`src/rtl/seq_detect_ctrl_if.sv`:
```
// Bus bundle for the serial sequence detector front end: configuration port,
// valid/ready word input and the match/status outputs.
interface seq_detect_ctrl_if #(
    parameter int DATA_W = 8,
    parameter int PAT_W  = 4,
    parameter int CNT_W  = 8
);
    logic              cfg_we;
    logic [PAT_W-1:0]  cfg_pattern;
    logic [2:0]        cfg_len;
    logic              cfg_overlap;
    logic              in_valid;
    logic [DATA_W-1:0] in_data;
    logic              in_ready;
    logic              busy;
    logic              match;
    logic [CNT_W-1:0]  match_count;
    logic              count_sat;

    modport master (
        output cfg_we, cfg_pattern, cfg_len, cfg_overlap, in_valid, in_data,
        input  in_ready, busy, match, match_count, count_sat
    );

    modport slave (
        input  cfg_we, cfg_pattern, cfg_len, cfg_overlap, in_valid, in_data,
        output in_ready, busy, match, match_count, count_sat
    );
endinterface

```
`src/rtl/seq_detect_ctrl.sv`:
```
// Word-to-bit serialiser feeding a programmable Mealy pattern matcher with a
// saturating match counter; the bit history survives across words.
module seq_detect_ctrl #(
    parameter int DATA_W = 8,
    parameter int PAT_W  = 4,
    parameter int CNT_W  = 8
) (
    input  logic            clk,
    input  logic            reset,
    seq_detect_ctrl_if.slave bus
);

    localparam int IDX_W = (DATA_W > 1) ? $clog2(DATA_W) : 1;
    localparam int HC_W  = $clog2(PAT_W + 1);
    localparam logic [2:0]       MAX_LEN = 3'(PAT_W);
    localparam logic [PAT_W-1:0] DEF_PAT = PAT_W'(4'b1100);
    localparam logic [2:0]       DEF_LEN = (PAT_W < 4) ? 3'(PAT_W) : 3'd4;

    typedef enum logic {
        IDLE,
        SHIFT
    } state_t;

    state_t r_state;
    state_t w_nextState;

    logic [DATA_W-1:0] r_data;
    logic [IDX_W-1:0]  r_bitIdx;
    logic [PAT_W-1:0]  r_pattern;
    logic [2:0]        r_len;
    logic              r_overlap;
    logic [PAT_W-1:0]  r_hist;
    logic [HC_W-1:0]   r_hcnt;
    logic              r_match;
    logic [CNT_W-1:0]  r_count;
    logic              r_sat;

    logic              w_inReady;
    logic              w_busy;
    logic              w_accept;
    logic              w_cfgTake;
    logic              w_bitValid;
    logic              w_bit;
    logic [PAT_W:0]    w_window;
    logic [HC_W-1:0]   w_hcntNext;
    logic [PAT_W-1:0]  w_mask;
    logic              w_hit;
    logic [2:0]        w_lenClamped;
    logic [CNT_W-1:0]  w_countInc;

    always_ff @(posedge clk) begin
        if (reset) begin
            r_state <= IDLE;
        end else begin
            r_state <= w_nextState;
        end
    end

    // Config writes win over a waiting word, so the word is held off in that cycle.
    always_comb begin
        w_nextState = r_state;
        w_inReady   = 1'b0;
        w_busy      = 1'b0;
        w_accept    = 1'b0;
        w_cfgTake   = 1'b0;
        w_bitValid  = 1'b0;
        case (r_state)
            IDLE: begin
                w_inReady = !bus.cfg_we;
                w_cfgTake = bus.cfg_we;
                w_accept  = bus.in_valid && !bus.cfg_we;
                if (w_accept) begin
                    w_nextState = SHIFT;
                end
            end
            SHIFT: begin
                w_busy     = 1'b1;
                w_bitValid = 1'b1;
                if (r_bitIdx == '0) begin
                    w_nextState = IDLE;
                end
            end
            default: w_nextState = IDLE;
        endcase
    end

    assign w_bit        = r_data[r_bitIdx];
    assign w_window     = {r_hist, w_bit};
    assign w_hcntNext   = (r_hcnt == HC_W'(PAT_W)) ? r_hcnt : r_hcnt + HC_W'(1);
    assign w_mask       = ~({PAT_W{1'b1}} << r_len);
    assign w_lenClamped = (bus.cfg_len > MAX_LEN) ? MAX_LEN : bus.cfg_len;
    assign w_countInc   = r_count + CNT_W'(1);

    // Only bits received since the last clear may contribute to a match.
    assign w_hit = w_bitValid && (r_len != 3'd0) &&
                   (int'(w_hcntNext) >= int'(r_len)) &&
                   ((w_window[PAT_W-1:0] & w_mask) == (r_pattern & w_mask));

    always_ff @(posedge clk) begin
        if (reset) begin
            r_data   <= '0;
            r_bitIdx <= '0;
        end else if (w_accept) begin
            r_data   <= bus.in_data;
            r_bitIdx <= IDX_W'(DATA_W - 1);
        end else if (w_bitValid && (r_bitIdx != '0)) begin
            r_bitIdx <= r_bitIdx - IDX_W'(1);
        end
    end

    always_ff @(posedge clk) begin
        if (reset) begin
            r_pattern <= DEF_PAT;
            r_len     <= DEF_LEN;
            r_overlap <= 1'b1;
        end else if (w_cfgTake) begin
            r_pattern <= bus.cfg_pattern;
            r_len     <= w_lenClamped;
            r_overlap <= bus.cfg_overlap;
        end
    end

    always_ff @(posedge clk) begin
        if (reset) begin
            r_hist  <= '0;
            r_hcnt  <= '0;
            r_match <= 1'b0;
            r_count <= '0;
            r_sat   <= 1'b0;
        end else begin
            r_match <= w_hit;
            if (w_cfgTake) begin
                r_hist  <= '0;
                r_hcnt  <= '0;
                r_count <= '0;
                r_sat   <= 1'b0;
            end else if (w_bitValid) begin
                r_hist <= w_window[PAT_W-1:0];
                r_hcnt <= (w_hit && !r_overlap) ? '0 : w_hcntNext;
                if (w_hit && !(&r_count)) begin
                    r_count <= w_countInc;
                    if (&w_countInc) begin
                        r_sat <= 1'b1;
                    end
                end
            end
        end
    end

    assign bus.in_ready    = w_inReady;
    assign bus.busy        = w_busy;
    assign bus.match       = r_match;
    assign bus.match_count = r_count;
    assign bus.count_sat   = r_sat;

endmodule

```
`src/flat_wrapper.sv`:
```
// flat-port wrapper written by rule: the top's interface ports become plain ports
module seq_detect_ctrl_flat 
#(
    parameter int DATA_W = 8,
    parameter int PAT_W  = 4,
    parameter int CNT_W  = 8
)
  (clk, reset, bus_cfg_we, bus_cfg_pattern, bus_cfg_len, bus_cfg_overlap, bus_in_valid, bus_in_data, bus_in_ready, bus_busy, bus_match, bus_match_count, bus_count_sat);
  seq_detect_ctrl_if #(.DATA_W(DATA_W), .PAT_W(PAT_W), .CNT_W(CNT_W)) bus_i ();
  input  logic clk;
  input  logic reset;
  input wire logic [$bits(bus_i.cfg_we)-1:0] bus_cfg_we;
  input wire logic [$bits(bus_i.cfg_pattern)-1:0] bus_cfg_pattern;
  input wire logic [$bits(bus_i.cfg_len)-1:0] bus_cfg_len;
  input wire logic [$bits(bus_i.cfg_overlap)-1:0] bus_cfg_overlap;
  input wire logic [$bits(bus_i.in_valid)-1:0] bus_in_valid;
  input wire logic [$bits(bus_i.in_data)-1:0] bus_in_data;
  output wire logic [$bits(bus_i.in_ready)-1:0] bus_in_ready;
  output wire logic [$bits(bus_i.busy)-1:0] bus_busy;
  output wire logic [$bits(bus_i.match)-1:0] bus_match;
  output wire logic [$bits(bus_i.match_count)-1:0] bus_match_count;
  output wire logic [$bits(bus_i.count_sat)-1:0] bus_count_sat;
  assign bus_i.cfg_we = bus_cfg_we;
  assign bus_i.cfg_pattern = bus_cfg_pattern;
  assign bus_i.cfg_len = bus_cfg_len;
  assign bus_i.cfg_overlap = bus_cfg_overlap;
  assign bus_i.in_valid = bus_in_valid;
  assign bus_i.in_data = bus_in_data;
  assign bus_in_ready = bus_i.in_ready;
  assign bus_busy = bus_i.busy;
  assign bus_match = bus_i.match;
  assign bus_match_count = bus_i.match_count;
  assign bus_count_sat = bus_i.count_sat;
  seq_detect_ctrl #(.DATA_W(DATA_W), .PAT_W(PAT_W), .CNT_W(CNT_W)) u_core (.clk(clk), .reset(reset), .bus(bus_i));
endmodule
```
`config.mk`:
```
export PLATFORM = sky130hd
export DESIGN_NAME = seq_detect_ctrl_flat
export DESIGN_NICKNAME = d
export VERILOG_FILES = /design/src/rtl/seq_detect_ctrl_if.sv /design/src/rtl/seq_detect_ctrl.sv /design/src/flat_wrapper.sv
export SDC_FILE = /design/constraint.sdc
export NUM_CORES = 1
export LEC_CHECK = 0
export CELL_PAD_IN_SITES_DETAIL_PLACEMENT = 1
export CELL_PAD_IN_SITES_GLOBAL_PLACEMENT = 1
export CORE_MARGIN = 5
export CORE_UTILIZATION = 39
export CTS_CLUSTER_DIAMETER = 80
export DETAILED_ROUTE_END_ITERATION = 10
export PLACE_DENSITY = 0.81
export SYNTH_ARGS = -nofsm -noshare
export SYNTH_HDL_FRONTEND = slang
export SYNTH_SLANG_ARGS = --single-unit
export TNS_END_PERCENT = 10
```
`constraint.sdc`:
```
create_clock -name clk -period 3.1 [get_ports clk]
set_input_delay 0.465 -clock clk [delete_from_list [all_inputs] [get_ports clk]]
set_output_delay 0.465 -clock clk [all_outputs]
set_load 0.01 [all_outputs]
```
==> results.py <==
metrics = {
    "clock_network": {
        "postCtsHoldBufs": 0,
        "cts_tree": "done",
        "clkLatencyLatePin_ns": 0.28,
        "clk_pin_slew_ns": 0.07,
        "cts.htree.levels": 2,
        "cts_made_buffers": 5,
        "cts_setup_buffers": 0,
        "cts_resized": 0,
        "clock-sinks": 36,
        "cts.root.buffer_cell": "clkbuf_8",
        "clock_path_buffers": 2,
    },
    "floorplan": {
        "core_mm2": 0.004661,
        "die_h_um": 78.91,
        "die_area_mm2": 0.006226,
        "row_count": 25,
        "start_util": 0.3973,
        "fp.dieW_um": 78.91,
        "pin_count": 32,
    },
    "route": {
        "wl_um": 4583,
        "drt_iter0_markers": 72,
        "drtAntennaViolNets": 0,
        "post-route-drc-count": 0,
        "first_pass_iters": 4,
        "avgRoutedWirePerCell_um": 14.60,
        "vias": 1700,
        "via_per_inst": 5.414,
    },
    "pwr": {
        "sequentialPowerShare": 0.508,
        "switchingPower_mw": 0.2509,
        "power_density_mw_per_mm2": 426.3,
        "p_sw_frac": 0.2549,
        "p_int_mw": 0.7333,
        "ir_worst_vdd_mv": 0.2144,
        "leakage_nw": 0.8751,
        "p_comb_frac": 0.150,
        "clockPowerShare": 0.342,
    },
    "worst_setup_path": {
        "path_class": "reg -> reg",
        "startpoint_type": "flip-flop",
        "cp.arrival_ns": 2.81,
        "cp-end-kind": "flip-flop",
        "path_cells": "inv_1, ha_1, nor2_1, nor2_1, ha_1, o21ai_0, a21oi_1, o221ai_2, or4b_1, or3_1, a21oi_1",
        "cp_max_fo": 7,
        "cpPeakStageDelay_ns": 0.54,
        "worst-path-buf-inv": 1,
        "crit_slowest_cell": "or4b_1",
        "worst_ep_required_time_ns": 3.31,
        "crit_family": "simple AND/OR/NAND/NOR gates",
    },
    "synth": {
        "ys_seq_area_frac": 0.3892,
        "ys.flop_type": "dfxtp_1",
        "synthCells": 225,
        "synth-edff-count": 0,
        "yosys_register_bits": 36,
        "ys.warnings.count": 0,
        "synth_cell_types": 43,
        "avgSynthCellArea_um2": 8.230,
        "syn-cell-area_mm2": 0.001852,
        "async_flop_share": 0,
        "syn_nets": 253,
    },
    "global_route": {
        "grt_pass1_vias": 1722,
        "antenna_found_initial": 0,
        "grt_max_degree": 16,
        "grt_pass1_wl_um": 7948,
        "grt_overflow": 0,
        "grtUsageTotal": 0.1630,
    },
    "hold_path": {
        "holdCritPathClass": "reg -> reg",
    },
    "placed_design": {
        "place.gp.congestion": 0.8326,
        "dp_hpwl_um": 3483,
        "io_buffers": 31,
        "placed_area_mm2": 0.002218,
        "dp_slack_ns": 0.4923,
    },
    "final_layout": {
        "drive_above_1_share": 0.08462,
        "layout_common_cells": "nand2_1 (41), dfxtp_1 (36), clkdlybuf4s50_1 (31), a21oi_1 (28), nor2_1 (18)",
        "final_common_cell": "nand2_1",
        "final_nets": 287,
        "syn_to_final_growth_pct": 24.66,
        "n_antenna_cell": 0,
        "fin_area_mm2": 0.002308,
        "fin_util": 0.4953,
        "fillers": 573,
    },
    "timing": {
        "fin_setup_tns_ns": 0,
        "slew_violations": 0,
        "worst_slack_ns": 0.5040,
        "finClkSkew_ns": 0.005337,
        "slew_headroom": 0.6409,
        "setup_viol": 0,
        "finalCriticalPeriod_ns": 2.596,
        "whs_ns": 0.4559,
        "fin_crit_sh": 0.8374,
        "hold_viol": 0,
        "rsz0062_at_grt": "no",
        "timing.fmax_mhz": 385.2,
        "tightestPinTransition_ns": 0.5330,
    },
    "status": {
        "status": "finished, final reports clean",
    },
    "flow_run": {
        "max-cap-violations": 0,
    },
}
## logic make-up (layout without fill, tap and decap cells)
kind of cell,count (synthesis),count (layout),share of synthesized area
muxes,7,7,0.04121
buffers and inverters,17,52,0.04257
and+or+nand+nor,97,97,0.2534
xor gates and xnor gates,7,7,0.03311
adders and majority gates,8,8,0.05406
DFF,36,36,0.3892
AOI/OAI and AO/OA,53,53,0.1865
## worst paths after layout
path / slack [ns] / cells after the start / end / start
worst max-delay path: 0.50 / 11 / u_core.bus.match_count[3]$_SDFFE_PP0P_ / u_core.r_hcnt[0]$_SDFFE_PP0P_
worst min-delay path: 0.46 / 2 / u_core.r_data[7]$_SDFFE_PP0P_ / u_core.r_data[7]$_SDFFE_PP0P_
worst max register to register: 0.50 / 11 / u_core.bus.match_count[3]$_SDFFE_PP0P_ / u_core.r_hcnt[0]$_SDFFE_PP0P_
worst min register to register: 0.46 / 2 / u_core.r_data[7]$_SDFFE_PP0P_ / u_core.r_data[7]$_SDFFE_PP0P_
## layer usage
layer  wire length [um]  vias up  track usage
li1                   -      854            -
met1               2006      813       0.1902
met2               2320       27       0.2835
met3                183        6      0.04082
met4                 72        0      0.06873
met5                  0        -            0
## power by group through the flow
stage / clock network (mW) / registers [mW] / logic, mW
floorplan: 0 / 0.503 / 0.105
global placement: 0 / 0.509 / 0.145
detailed placement: 0 / 0.510 / 0.150
CTS: 0.351 / 0.500 / 0.151
global route: 0.372 / 0.502 / 0.167
finish: 0.337 / 0.500 / 0.148
## worst reg2reg max path: stages (launching register included)
cell and delay, ns:
dfxtp_1 0.39, inv_1 0.09, ha_1 0.22, nor2_1 0.11
nor2_1 0.07, ha_1 0.28, o21ai_0 0.08, a21oi_1 0.15
o221ai_2 0.18, or4b_1 0.54, or3_1 0.31, a21oi_1 0.13
## area by class of cell
type,count,area [um^2],share of cell area
Timing Repair Buffer,36,347.8,0.1507
Multi-Input combinational cell,172,1052,0.4558
Sequential cell,36,720.7,0.3122
Inverter,8,30.03,0.01301
Tap cell,54,67.56,0.02927
Clock buffer,8,90.09,0.03902
## synth_stat cells (2+ instances only)
cell,n,area (um^2)
a21oi_1,28,140.1
a31o_2,2,17.52
a31oi_1,2,12.51
a41o_1,2,20.02
and3_1,2,12.51
buf_6,2,22.52
clkbuf_1,7,26.28
dfxtp_1,36,720.7
ha_1,8,100.1
inv_1,8,30.03
mux2i_1,5,50.05
nand2_1,41,153.9
nand2b_1,2,12.51
nand3_1,6,30.03
nand3b_1,6,45.04
nor2_1,18,67.56
nor2b_1,3,18.77
nor3_1,5,25.02
nor3_2,2,20.02
o21ai_0,7,35.03
or3_1,6,37.54
xnor2_1,3,26.28
xor2_1,4,35.03
## sequential cells by signal (all words and copies together) (netlist names)
register,count
u_core.r_hcnt,3
u_core.bus.match,1
u_core.bus.count_sat,1
u_core.r_hist,3
u_core.r_bitIdx,3
u_core.r_state,1
u_core.r_len,3
u_core.r_data,8
u_core.bus.match_count,8
u_core.r_pattern,4
u_core.r_overlap,1
## through the flow
step | instances | power, mW
finish | 314 | 0.9842
global route | 314 | 1.041
CTS | 314 | 1.002
detailed placement | 306 | 0.6602
global placement | 306 | 0.6536
floorplan | 225 | 0.6081
No activity file was read; power rests on OpenSTA's default activity.
